==> src/rtl/buf_capture_sched_if.sv <==
// ---------------------------------------------------------------------------
// buf_capture_sched_if
// Purpose : Groups the AXI4-Stream style buses of the capture scheduler.
//           The eight ADC lanes come in without back-pressure. The four
//           capture-buffer streams go out with per-buffer ready.
// Signals : adc_tdata  [8*DATA_WIDTH] eight ADC lanes, lane k at [k*DW +: DW]
//           adc_tvalid [8]            per-lane valid
//           buf_tdata  [4*DATA_WIDTH] four buffer streams, buffer b at [b*DW +: DW]
//           buf_tvalid [4]            per-buffer valid
//           buf_tready [4]            per-buffer ready
// Modports: master - scheduler side (drives buf_tdata/buf_tvalid)
//           slave  - ADC source / buffer sink side
// ---------------------------------------------------------------------------
interface buf_capture_sched_if #(
    parameter int DATA_WIDTH = 128
);
    logic [8*DATA_WIDTH-1:0] adc_tdata;
    logic [7:0]              adc_tvalid;
    logic [4*DATA_WIDTH-1:0] buf_tdata;
    logic [3:0]              buf_tvalid;
    logic [3:0]              buf_tready;

    modport master (
        input  adc_tdata, adc_tvalid, buf_tready,
        output buf_tdata, buf_tvalid
    );

    modport slave (
        output adc_tdata, adc_tvalid, buf_tready,
        input  buf_tdata, buf_tvalid
    );
endinterface

==> src/rtl/buf_capture_sched.sv <==
// ---------------------------------------------------------------------------
// buf_capture_sched
// Purpose : Schedules fixed-length captures from eight ADC lanes into four
//           capture buffers. Each buffer is routed from a lane chosen at
//           request time. A beat is taken only on cycles where every
//           selected lane is valid. Beats that a buffer does not accept are
//           dropped and flagged in a sticky overflow bit.
// Ports   : aclk, aresetn     clock, asynchronous active-low reset
//           bus (master)      ADC lanes in, buffer streams out
//           chan_sel  [12]    lane select per buffer, buffer b at [3b+:3]
//           cap_len   [LEN]   beats per capture (0 rejects the request)
//           capture_i         single-cycle capture request
//           sysref_i          sysref level, used only with sync start
//           busy              capture in progress (acceptance .. DONE)
//           done              one-cycle pulse at capture completion
//           req_drop          one-cycle pulse for a rejected request
//           overflow  [4]     sticky per-buffer lost-beat flag
// Options : CAPTURE_SYNC_EN - when defined, an accepted capture waits in
//           SYNC for a sysref_i rising edge before entering RUN.
// ---------------------------------------------------------------------------
module buf_capture_sched #(
    parameter int DATA_WIDTH = 128,
    parameter int LEN_WIDTH  = 14
) (
    input  logic                 aclk,
    input  logic                 aresetn,
    buf_capture_sched_if.master  bus,
    input  logic [11:0]          chan_sel,
    input  logic [LEN_WIDTH-1:0] cap_len,
    input  logic                 capture_i,
    input  logic                 sysref_i,
    output logic                 busy,
    output logic                 done,
    output logic                 req_drop,
    output logic [3:0]           overflow
);

`ifdef CAPTURE_SYNC_EN
    typedef enum logic [1:0] {S_IDLE, S_SYNC, S_RUN, S_DONE} state_t;
`else
    typedef enum logic [1:0] {S_IDLE, S_RUN, S_DONE} state_t;
`endif

    state_t                             state_q, state_d;
    logic [11:0]                        sel_q;
    logic [LEN_WIDTH-1:0]               len_q;
    logic [LEN_WIDTH-1:0]               cnt_q;
    logic [3:0][DATA_WIDTH-1:0]         tdata_q;
    logic [3:0]                         tvalid_q;
    logic [3:0]                         ovf_q;
    logic                               drop_q;

    logic                               accept;
    logic                               all_vld;
    logic                               beat;
    logic [3:0][DATA_WIDTH-1:0]         lane_mux;

`ifdef CAPTURE_SYNC_EN
    logic sysref_q;
    logic sysref_rise;

    assign sysref_rise = sysref_i & ~sysref_q;

    always_ff @(posedge aclk or negedge aresetn) begin
        if (!aresetn) begin
            sysref_q <= 1'b0;
        end else begin
            sysref_q <= sysref_i;
        end
    end
`else
    logic unused_sysref;
    assign unused_sysref = sysref_i;
`endif

    assign accept = (state_q == S_IDLE) && capture_i && (cap_len != '0);

    // A beat needs every latched selected lane valid at once, so that all
    // buffers stay aligned to the same ADC sample.
    always_comb begin
        all_vld  = 1'b1;
        lane_mux = '0;
        for (int b = 0; b < 4; b++) begin
            all_vld     = all_vld & bus.adc_tvalid[sel_q[3*b +: 3]];
            lane_mux[b] = bus.adc_tdata[int'(sel_q[3*b +: 3])*DATA_WIDTH +: DATA_WIDTH];
        end
    end

    // The count is checked before qualifying, so the RUN cycle that
    // follows the final beat takes no extra beat.
    assign beat = (state_q == S_RUN) && all_vld && (cnt_q != len_q);

    // ---- state register ----
    always_ff @(posedge aclk or negedge aresetn) begin
        if (!aresetn) begin
            state_q <= S_IDLE;
        end else begin
            state_q <= state_d;
        end
    end

    // ---- next-state logic ----
    always_comb begin
        state_d = state_q;
        case (state_q)
            S_IDLE: begin
                if (accept) begin
`ifdef CAPTURE_SYNC_EN
                    state_d = S_SYNC;
`else
                    state_d = S_RUN;
`endif
                end
            end
`ifdef CAPTURE_SYNC_EN
            S_SYNC: if (sysref_rise) state_d = S_RUN;
`endif
            S_RUN:  if (cnt_q == len_q) state_d = S_DONE;
            S_DONE: state_d = S_IDLE;
            default: state_d = S_IDLE;
        endcase
    end

    // ---- state-decoded outputs ----
    always_comb begin
        busy = (state_q != S_IDLE);
        done = (state_q == S_DONE);
    end

    // ---- request latch, beat counter, buffer stage, flags ----
    always_ff @(posedge aclk or negedge aresetn) begin
        if (!aresetn) begin
            sel_q    <= '0;
            len_q    <= '0;
            cnt_q    <= '0;
            tdata_q  <= '0;
            tvalid_q <= '0;
            ovf_q    <= '0;
            drop_q   <= 1'b0;
        end else begin
            drop_q   <= capture_i & ~accept;
            tvalid_q <= beat ? 4'hF : 4'h0;
            if (beat) begin
                tdata_q <= lane_mux;
            end
            if (accept) begin
                sel_q <= chan_sel;
                len_q <= cap_len;
                cnt_q <= '0;
                ovf_q <= '0;
            end else begin
                if (beat) begin
                    cnt_q <= cnt_q + LEN_WIDTH'(1);
                end
                // A refused beat is simply lost; it still counts toward the length.
                ovf_q <= ovf_q | (tvalid_q & ~bus.buf_tready);
            end
        end
    end

    assign bus.buf_tdata  = tdata_q;
    assign bus.buf_tvalid = tvalid_q;
    assign req_drop       = drop_q;
    assign overflow       = ovf_q;

endmodule

==> src/flat_wrapper.sv <==
// flat-port wrapper written by rule: the top's interface ports become plain ports
module buf_capture_sched_flat 
#(
    parameter int DATA_WIDTH = 128,
    parameter int LEN_WIDTH  = 14
)
  (aclk, aresetn, chan_sel, cap_len, capture_i, sysref_i, busy, done, req_drop, overflow, bus_adc_tdata, bus_adc_tvalid, bus_buf_tready, bus_buf_tdata, bus_buf_tvalid);
  buf_capture_sched_if #(.DATA_WIDTH(DATA_WIDTH)) bus_i ();
  input  logic aclk;
  input  logic aresetn;
  input  logic [11:0] chan_sel;
  input  logic [LEN_WIDTH-1:0] cap_len;
  input  logic capture_i;
  input  logic sysref_i;
  output logic busy;
  output logic done;
  output logic req_drop;
  output logic [3:0] overflow;
  input wire logic [$bits(bus_i.adc_tdata)-1:0] bus_adc_tdata;
  input wire logic [$bits(bus_i.adc_tvalid)-1:0] bus_adc_tvalid;
  input wire logic [$bits(bus_i.buf_tready)-1:0] bus_buf_tready;
  output wire logic [$bits(bus_i.buf_tdata)-1:0] bus_buf_tdata;
  output wire logic [$bits(bus_i.buf_tvalid)-1:0] bus_buf_tvalid;
  assign bus_i.adc_tdata = bus_adc_tdata;
  assign bus_i.adc_tvalid = bus_adc_tvalid;
  assign bus_i.buf_tready = bus_buf_tready;
  assign bus_buf_tdata = bus_i.buf_tdata;
  assign bus_buf_tvalid = bus_i.buf_tvalid;
  buf_capture_sched #(.DATA_WIDTH(DATA_WIDTH), .LEN_WIDTH(LEN_WIDTH)) u_core (.aclk(aclk), .aresetn(aresetn), .bus(bus_i), .chan_sel(chan_sel), .cap_len(cap_len), .capture_i(capture_i), .sysref_i(sysref_i), .busy(busy), .done(done), .req_drop(req_drop), .overflow(overflow));
endmodule
==> config.mk <==
export PLATFORM = sky130hd
export DESIGN_NAME = buf_capture_sched_flat
export DESIGN_NICKNAME = d
export VERILOG_FILES = /design/src/rtl/buf_capture_sched_if.sv /design/src/rtl/buf_capture_sched.sv /design/src/flat_wrapper.sv
export SDC_FILE = /design/constraint.sdc
export NUM_CORES = 2
export LEC_CHECK = 0
export BUFFER_PORTS_ARGS = -buffer_cell sky130_fd_sc_hd__buf_2
export CAP_MARGIN = 15
export CORE_AREA = 5 5 623 625
export DETAILED_ROUTE_END_ITERATION = 16
export DIE_AREA = 0 0 628 630
export GPL_TIMING_DRIVEN = 0
export PLACE_DENSITY = 0.34
export RECOVER_POWER = 100
export REMOVE_ABC_BUFFERS = 1
export SYNTH_ARGS = -nofsm -noshare
export SYNTH_HDL_FRONTEND = slang
export SYNTH_SLANG_ARGS = --single-unit
==> constraint.sdc <==
create_clock -name aclk -period 2.3 [get_ports aclk]
set_input_delay 0.23 -clock aclk [delete_from_list [all_inputs] [get_ports aclk]]
set_output_delay 0.23 -clock aclk [all_outputs]
set_load 0.005 [all_outputs]
==> impl_metrics.json <==
{
  "status": "finished, violations left",
  "violations": "negative setup slack",
  "hold_viol": 0,
  "cts_root_buf": "clkbuf_16",
  "yosys.area.top_type_share_pct": 46.6,
  "start_kind": "register",
  "yosysMostFrequentCell": "mux4_2",
  "slew-limit-headroom_pct": 18.1,
  "synth_top_area_cell": "mux4_2",
  "io_pins": 1589,
  "grt-ovfl-total": 0,
  "fp-row-count": 227,
  "cts_tree": "yes",
  "synth_flop_cell": "dfrtp_1",
  "clkSlewWorstSetupHoldPaths_ns": 0.06,
  "syn_avg_cell_area_um2": 13.2,
  "rrSetupSlack_ns": -0.85,
  "synthTopCellsByCount": "1,027 x mux4_2, 560 x dfrtp_1, 526 x mux2i_1",
  "viasPerCell": 4.37,
  "rsz0062_at_grt": "true",
  "clock_path_buffers": 4,
  "hold_start": "chan_sel[3]",
  "min_period_ns": 3.15,
  "first_global_vias": 52305,
  "yosysWarnings": 0,
  "vdd_drop_max_uv": 600,
  "power_density_nw_per_um2": 511,
  "place.gp.congestion": 0.867,
  "period_share_pct": 137,
  "min_path_type": "primary input to register",
  "fill_cells": 41116,
  "coreArea_um2": 381000,
  "final_nets": 7478,
  "r2r-end": "u_core.bus.buf_tdata[190]",
  "clkLatencyLatePin_ns": 0.87,
  "wirelength_mm": 387,
  "synth-edff-count": 0,
  "syn_inst": 3756,
  "arrival_ns": 3.90,
  "layout_setup_ws_ns": -0.846,
  "vias": 50694,
  "drive_gt1_share_pct": 45.2,
  "fin_cells": 11590,
  "holdPathEnd": "u_core.sel_q[3]",
  "crit_type": "register to register",
  "drtAntennaViolNets": 0,
  "max_freq_ghz": 0.318,
  "die_x_um": 628,
  "io_buffer_count": 1587,
  "setup_viol": 789,
  "p_leak_nw": 29.6,
  "drc": 0,
  "dpl.hpwl_mm": 269,
  "die_y_um": 630,
  "cap_violations": 0,
  "holdPathStages": 4,
  "die_area_um2": 396000,
  "ys_ff_latch": 560,
  "grt_pass1_wl_mm": 494,
  "grt_start_max_net_pins": 103,
  "ys_async_sr_fraction_pct": 100,
  "dp_cells": 10050,
  "cts_max_level": 3,
  "r2r_cells": 15,
  "area_growth_pct": 69.4,
  "cts_buffers": 103,
  "finalSetupTns_ns": -473.26,
  "wire_per_inst_um": 33.4,
  "worst_pin_slew_ns": 1.23,
  "fin_skew_ns": 0.0832,
  "cp.required_ns": 3.05,
  "initial_utilization_pct": 13.0,
  "dpl_worst_slack_ns": -2.98,
  "firstDrtPassIters": 5,
  "synthTopCellsByArea": "mux4_2 47%, dfrtp_1 28%, mux2i_1 11%, a21oi_1 5.3%, nor2_1 4.0%",
  "crit_path_max_fanout": 10,
  "syn-cell-area_um2": 49700,
  "endpoint_kind": "register",
  "yosysSeqAreaShare_pct": 28.2,
  "ys_types": 37,
  "final_max_slew_viol_count": 0,
  "cts_sinks": 560,
  "track_usage_pct": 18.0,
  "r2r_start": "u_core.sel_q[5]",
  "dr.first_iter.drc_count": 4095,
  "antenna_found_initial": 103
}
registers in the layout, indices dropped and copies added, names as in the netlist:
name	count
u_core.req_drop	1
u_core.overflow	4
u_core.bus.buf_tvalid	1
u_core.cnt_q	14
u_core.state_q	2
u_core.sel_q	12
u_core.len_q	14
u_core.bus.buf_tdata	512
worst max-delay path, cell delays in order, from the launching register on:
cell       delay (ns)
dfrtp_4          0.50
buf_16           0.17
mux2i_1          0.14
a32oi_1          0.16
nand4_1          0.12
buf_4            0.17
or4_4            0.57
inv_16           0.09
buf_16           0.15
buf_12           0.13
buf_12           0.11
buf_16           0.15
buf_12           0.15
clkbuf_16        0.18
nor2_2           0.04
a21oi_1          0.10
cells by family (layout without fill, tap and decap cells):
kind of cell             after synthesis  in the layout  synth area share, %
multiplexers                        1553           1553                 57.2
AND/OR/NAND/NOR                      653            653                 5.14
flip-flops                           560            560                 28.2
AO/OA/AOI/OAI                        543            543                 5.56
buffers and inverters                432           3169                 3.62
XOR/XNOR                              14             14                0.247
adder cells (fa/ha/maj)                1              1               0.0252
other                                  0             59                    0
cells in the final DEF, fill, tap and decap left out, drive strengths merged, types with 3 or more instances in the layout:
cell type    netlist  final
buf              217   1361
dlygate4sd3        0   1062
mux4            1027   1027
clkbuf           201    667
dfrtp            560    560
mux2i            526    526
nor2             525    525
a21oi            523    523
nand2             88     88
diode              0     59
clkinv             0     25
bufbuf             0     17
inv               14     17
xnor2             14     14
bufinv             0     11
nand4              9      9
clkinvlp           0      9
nand3              7      7
o21ai              7      7
nor4               5      5
nor2b              4      4
a32oi              3      3
and3               3      3
or4                3      3
cell type report:
class	instances	area (µm²)	area share, %
Antenna cell	59	148	0.176
Clock buffer	142	2940	3.50
Clock inverter	45	589	0.701
Inverter	14	68.8	0.0818
Multi-Input combinational cell	2764	35200	41.8
Sequential cell	560	14100	16.7
Tap cell	5038	6300	7.50
Timing Repair Buffer	2965	24800	29.5
Timing Repair inverter	3	47.5	0.0565
stage by stage:
step | util [%] | area [µm²] | hold slack (ns) | power (mW)
after floorplan | - | 47900 | -0.0656 | 16.6
after global placement | 16.3 | 62200 | 0.442 | 24.2
after detailed placement | 16.9 | 64600 | 0.276 | 23.9
after CTS | 21.5 | 82200 | 0.00239 | 44.0
after global routing | 22.0 | 84100 | 0.0581 | 45.3
final | 22.0 | 84100 | 0.100 | 43.0
report_power, final:
group / internal, mW / total [mW] / switching (mW)
Combinational: 5.54 / 12.8 / 7.25
Clock: 10.2 / 17.1 / 6.96
Sequential: 11.7 / 13.1 / 1.37
Total: 27.4 / 43.0 / 15.6
metal layers:
layer / GRT usage [%] / wire [µm]
met1: 21.6 / 149000
met2: 31.4 / 192000
met3: 4.63 / 28600
met4: 5.88 / 17300
met5: 0 / 225
what timing repair did:
item	in CTS	in global routing
endpoints found under the hold margin	731	0
pin swaps	5	4
endpoints found under the setup margin	527	648
gates resized for setup	190	291
hold buffers	1062	0
buffers inserted	86	37
gates cloned	68	50
worst max path at each step:
stage | endpoint | slack (ns) | start
after detailed placement | u_core.bus.buf_tdata[423] | -2.98 | u_core.sel_q[0]
final | u_core.bus.buf_tdata[190] | -0.85 | u_core.sel_q[5]
after global placement | u_core.cnt_q[1] | -34.07 | u_core.sel_q[6]
after CTS | u_core.bus.buf_tdata[419] | -0.87 | u_core.sel_q[0]
after floorplan | u_core.cnt_q[1] | -18.31 | u_core.sel_q[0]
after global routing | u_core.bus.buf_tdata[242] | -0.93 | u_core.sel_q[7]
(Power assumes the default switching activity.)
